### src/rtl/lion_airlock_ctrl.sv
// Two-door lion airlock sequencer: grants entry/exit transfers, walks the
// outer/inner doors through open and settle phases, and raises a sticky alarm.
module lion_airlock_ctrl #(
    parameter int OPEN_CYCLES    = 8,
    parameter int SETTLE_CYCLES  = 4,
    parameter int TIMEOUT_CYCLES = 1000
) (
    input  logic       clk,
    input  logic       reset,
    input  logic       req_entry,
    input  logic       req_exit,
    input  logic       occupied,
    input  logic [3:0] lion_count,
    input  logic       alarm_ack,
    output logic       door_outer,
    output logic       door_inner,
    output logic       busy,
    output logic       grant_entry,
    output logic       grant_exit,
    output logic       done,
    output logic       alarm
);

    localparam logic [2:0] S_IDLE    = 3'd0;
    localparam logic [2:0] S_OPEN1   = 3'd1;
    localparam logic [2:0] S_SETTLE1 = 3'd2;
    localparam logic [2:0] S_OPEN2   = 3'd3;
    localparam logic [2:0] S_SETTLE2 = 3'd4;

    localparam logic [15:0] OPEN_LOAD   = 16'(OPEN_CYCLES - 1);
    localparam logic [15:0] SETTLE_LOAD = 16'(SETTLE_CYCLES - 1);
    localparam logic [15:0] TIMEOUT_VAL = 16'(TIMEOUT_CYCLES);

    logic [2:0]  state_reg, state_next;
    logic        dir_reg, dir_next;
    logic        rr_reg, rr_next;
    logic [15:0] timer_reg, timer_next;
    logic [15:0] open_cnt_reg, open_cnt_next;
    logic        door_outer_reg, door_outer_next;
    logic        door_inner_reg, door_inner_next;
    logic        busy_reg, busy_next;
    logic        done_reg, done_next;
    logic        alarm_reg, alarm_next;

    logic elig_entry, elig_exit;
    logic take_entry, take_exit;
    logic in_open, timeout_hit;

    // Requests are only looked at while idle; reset masks the combinational grant.
    always_comb begin
        elig_entry = req_entry && (lion_count != 4'd15);
        elig_exit  = req_exit && (lion_count != 4'd0);
        take_entry = 1'b0;
        take_exit  = 1'b0;
        if (state_reg == S_IDLE && !reset) begin
            if (elig_entry && elig_exit) begin
                take_entry = !rr_reg;
                take_exit  = rr_reg;
            end else begin
                take_entry = elig_entry;
                take_exit  = elig_exit;
            end
        end
    end

    assign in_open     = (state_reg == S_OPEN1) || (state_reg == S_OPEN2);
    assign timeout_hit = in_open && (open_cnt_reg >= TIMEOUT_VAL);

    always_comb begin
        state_next    = state_reg;
        dir_next      = dir_reg;
        rr_next       = rr_reg;
        timer_next    = timer_reg;
        open_cnt_next = open_cnt_reg;
        done_next     = 1'b0;
        case (state_reg)
            S_IDLE: begin
                if (take_entry || take_exit) begin
                    state_next    = S_OPEN1;
                    dir_next      = take_exit;
                    rr_next       = take_entry;
                    timer_next    = OPEN_LOAD;
                    open_cnt_next = 16'd1;
                end
            end
            S_OPEN1, S_OPEN2: begin
                open_cnt_next = (open_cnt_reg == 16'hFFFF) ? open_cnt_reg : open_cnt_reg + 16'd1;
                if (timer_reg == 16'd0) begin
                    // Door stays open as long as the light barrier is interrupted.
                    if (!occupied) begin
                        state_next = (state_reg == S_OPEN1) ? S_SETTLE1 : S_SETTLE2;
                        timer_next = SETTLE_LOAD;
                    end
                end else begin
                    timer_next = timer_reg - 16'd1;
                end
            end
            S_SETTLE1: begin
                if (timer_reg == 16'd0) begin
                    state_next    = S_OPEN2;
                    timer_next    = OPEN_LOAD;
                    open_cnt_next = 16'd1;
                end else begin
                    timer_next = timer_reg - 16'd1;
                end
            end
            S_SETTLE2: begin
                if (timer_reg == 16'd0) begin
                    state_next = S_IDLE;
                    done_next  = 1'b1;
                end else begin
                    timer_next = timer_reg - 16'd1;
                end
            end
            default: state_next = S_IDLE;
        endcase
    end

    // Doors derive from the next state so they track the OPEN states cycle-for-cycle.
    always_comb begin
        door_outer_next = ((state_next == S_OPEN1) && !dir_next) || ((state_next == S_OPEN2) && dir_next);
        door_inner_next = ((state_next == S_OPEN1) && dir_next) || ((state_next == S_OPEN2) && !dir_next);
        busy_next       = (state_next != S_IDLE);
        alarm_next      = timeout_hit ? 1'b1 : (alarm_ack ? 1'b0 : alarm_reg);
    end

    always_ff @(posedge clk) begin
        if (reset) begin
            state_reg      <= S_IDLE;
            dir_reg        <= 1'b0;
            rr_reg         <= 1'b0;
            timer_reg      <= 16'd0;
            open_cnt_reg   <= 16'd0;
            door_outer_reg <= 1'b0;
            door_inner_reg <= 1'b0;
            busy_reg       <= 1'b0;
            done_reg       <= 1'b0;
            alarm_reg      <= 1'b0;
        end else begin
            state_reg      <= state_next;
            dir_reg        <= dir_next;
            rr_reg         <= rr_next;
            timer_reg      <= timer_next;
            open_cnt_reg   <= open_cnt_next;
            door_outer_reg <= door_outer_next;
            door_inner_reg <= door_inner_next;
            busy_reg       <= busy_next;
            done_reg       <= done_next;
            alarm_reg      <= alarm_next;
        end
    end

    assign door_outer  = door_outer_reg;
    assign door_inner  = door_inner_reg;
    assign busy        = busy_reg;
    assign grant_entry = take_entry;
    assign grant_exit  = take_exit;
    assign done        = done_reg;
    assign alarm       = alarm_reg;

endmodule
### config.mk
export PLATFORM = sky130hd
export DESIGN_NAME = lion_airlock_ctrl
export DESIGN_NICKNAME = d
export VERILOG_FILES = /design/src/rtl/lion_airlock_ctrl.sv
export SDC_FILE = /design/constraint.sdc
export NUM_CORES = 1
export LEC_CHECK = 0
export CAP_MARGIN = 25
export CORE_MARGIN = 5
export CORE_UTILIZATION = 52
export CTS_CLUSTER_DIAMETER = 100
export DETAILED_ROUTE_END_ITERATION = 10
export PLACE_DENSITY = 0.84
export SLEW_MARGIN = 0
export SYNTH_ARGS = -nofsm -noshare
export SYNTH_HDL_FRONTEND = slang
export SYNTH_SLANG_ARGS = --single-unit
### constraint.sdc
create_clock -name clk -period 2.54 [get_ports clk]
set_input_delay 0.508 -clock clk [delete_from_list [all_inputs] [get_ports clk]]
set_output_delay 0.508 -clock clk [all_outputs]
set_load 0.01 [all_outputs]
==> results.cfg <==
[run_status]
status = finished clean

[timing]
period_needed_ns = 2.50
worstMarginPinSlew_ns = 0.756
final_hold_viol_count = 0
slew_headroom = 0.494
setup_viol = 0
fin_crit_sh = 0.986
finalClockSkew_ns = 0.00494
rsz0062_at_grt = yes
drv_slew = 0
timing.fmax_mhz = 399

[yosys]
synth-xor-area-share = 0.0644
synth-seq-cells = 42
syn-cell-area_um2 = 2180
ys.flop_type = dfxtp_1
yosys_warnings = 0
ys_seq_area_frac = 0.386
synth_edf_count = 0
synth_area_leaders = dfxtp_1 (39%), nor2_1 (5.0%), xor2_1 (4.4%)
synth_top_family_by_area = simple AND/OR/NAND/NOR gates
yosysTopAreaCell = dfxtp_1
synthSimpleGateAreaFrac = 0.276
yosysUniqueCellTypes = 46
syn_nets = 278
syn_inst = 265
synth-adder-area-share = 0.0173
async_reset_ff_frac = 0
synth_compound_area_frac = 0.206
synth.top_cell.area_share = 0.386
synth.area.mux_share = 0
syn_area_per_cell_um2 = 8.21

[pwr]
peakVddDrop_mv = 0.462
power_density_nw_per_um2 = 725
total_power_mw = 2.03
power_leakage_nw = 1.05

[setup_path]
reg2reg_depth = 9
critical_path_class = flop to flop
required_ns = 2.70
cp_max_fo = 5
cp.arrival_ns = 2.67
end_kind = flop
critical_path.startpoint_type = flop

[cts]
clk_latency_ns = 0.30
numCtsBuffers = 5
cts_root_buf = clkbuf_8
path_clk_slew_ns = 0.08
hold_buffers = 0
htree_levels = 2
cts_tree = yes
clock-sinks = 42
clock_path_buffers = 2

[detailed_routing]
drtAntennaViolNets = 0
vias_per_cell = 6.01
wl_um = 5640
drc = 0
dr.pass1.iters = 4
drtIter0Drc = 191
wl_per_cell_um = 15.6
num_vias = 2175

[global_routing]
track_usage = 0.210
met2_usage = 0.353
gr-usage-met1 = 0.257
grt_max_degree = 18
antenna_found_initial = 0
met3_usage = 0.0494
first_global_vias = 2020
grt.busiest_layer = met2
grt_overflow = 0
grt_pass1_wl_um = 9010

[floorplan]
core_um2 = 4030
ios = 17
die_h_um = 74.7
dieArea_um2 = 5580
start_util = 0.540
rows = 23
die_w_um = 74.7

[final_layout]
fill_cells = 296
final_nets = 325
drive_above_1_share = 0.208
post-route-util = 0.694
multi_input_area_um2 = 1320
area_delta_synth_final_pct = 28.6
seqCellArea_um2 = 843
n_antenna_cell = 0

[place]
dp_hpwl_um = 3880
place_congestion = 0.837
port_buffers = 16

[worst_hold_path]
holdPathStages = 2
min_path_type = flop to flop

[job]
cap_violations = 0
-- cells in the mapped netlist (2+ instances only) --
library cell / n
or3_1: 8
ha_1: 3
nor3_1: 13
o41ai_1: 2
and3_1: 2
clkbuf_1: 11
nor4_1: 3
nor2_1: 29
inv_1: 11
o211ai_1: 7
a31oi_1: 2
xor2_1: 11
and4_1: 4
nand3_1: 9
or4_1: 5
or4b_1: 2
xnor2_1: 5
a21oi_1: 18
nand2b_1: 3
o21a_1: 2
o32ai_1: 3
buf_2: 2
nand4_1: 6
nand2_1: 19
o2111ai_1: 6
o21ai_0: 12
dfxtp_1: 42
a311oi_1: 3
o31ai_1: 5
-- logic make-up (layout without fill, tap and decap cells) --
kind of cell | after synthesis | in the layout
XOR/XNOR | 16 | 16
flip-flops | 42 | 42
adder cells (fa/ha/maj) | 3 | 3
AND/OR/NAND/NOR | 111 | 111
AO/OA/AOI/OAI | 67 | 67
buffers and inverters | 26 | 73
-- stage by stage --
stage	cell area, um^2	setup TNS (ns)	cells	hold slack, ns	setup slack, ns
2_1_floorplan	2210	-0.0308	265	0.436	-0.0308
3_3_place_gp	2600	-0.208	350	0.447	-0.140
3_5_place_dp	2600	-0.566	350	0.453	-0.231
4_1_cts	2700	0	357	0.463	0.0323
5_1_grt	2800	-0.111	362	0.521	-0.0589
6_report	2800	0	362	0.484	0.0352
-- final cells by class --
type                            instances  area share
Multi-Input combinational cell        197       0.471
Sequential cell                        42       0.301
Timing Repair Buffer                   54       0.161
Clock buffer                            7      0.0273
Tap cell                               50      0.0224
Inverter                               12      0.0161
-- final timing paths --
check | from | to | slack, ns
worst max-delay path | timer_reg[1]$_SDFFE_PP0P_ | open_cnt_reg[9]$_SDFFE_PP0P_ | 0.04
worst min register to register | timer_reg[11]$_SDFFE_PP0P_ | timer_reg[11]$_SDFFE_PP0P_ | 0.48
worst max register to register | timer_reg[1]$_SDFFE_PP0P_ | open_cnt_reg[9]$_SDFFE_PP0P_ | 0.04
worst min-delay path | timer_reg[11]$_SDFFE_PP0P_ | timer_reg[11]$_SDFFE_PP0P_ | 0.48
-- cell usage in the layout, fill, tap and decap left out, types with 5 or more instances in the layout --
master           synthesis  routed
dfxtp_1                 42      40
buf_4                    0      34
nor2_1                  29      29
nand2_1                 19      19
a21oi_1                 18      17
clkdlybuf4s50_1          0      14
nor3_1                  13      12
o21ai_0                 12      12
xor2_1                  11      11
inv_1                   11       9
nand3_1                  9       9
or3_1                    8       8
o211ai_1                 7       7
nand4_1                  6       6
o2111ai_1                6       5
xnor2_1                  5       5
o31ai_1                  5       5
clkbuf_8                 0       5
-- repair_timing --
item                                    CTS  global route
endpoints found under the hold margin     0             0
setup buffers                             0             4
cloned                                    0             1
pin swaps                                 0            12
endpoints found under the setup margin   11            17
gates resized for setup                   6            14
-- metal layers --
layer  wire length [um]  vias up
met4                 95        0
met3                241        8
li1                   -     1069
met5                  0        -
met1               2550     1040
met2               2760       58
-- critical path: stages, from the launching register on --
cell	delay, ns
dfxtp_2	0.33
inv_2	0.06
ha_4	0.13
or4b_4	0.48
or4b_4	0.57
nand3b_4	0.12
nand3_4	0.09
buf_6	0.15
o31ai_1	0.34
a21oi_2	0.10
-- where the power goes --
group	leakage, nW	total (mW)	internal (mW)	switching (mW)
clock network	0.0383	0.415	0.189	0.225
logic	0.671	0.839	0.407	0.432
registers	0.342	0.773	0.718	0.0554
(Power assumes the default switching activity.)
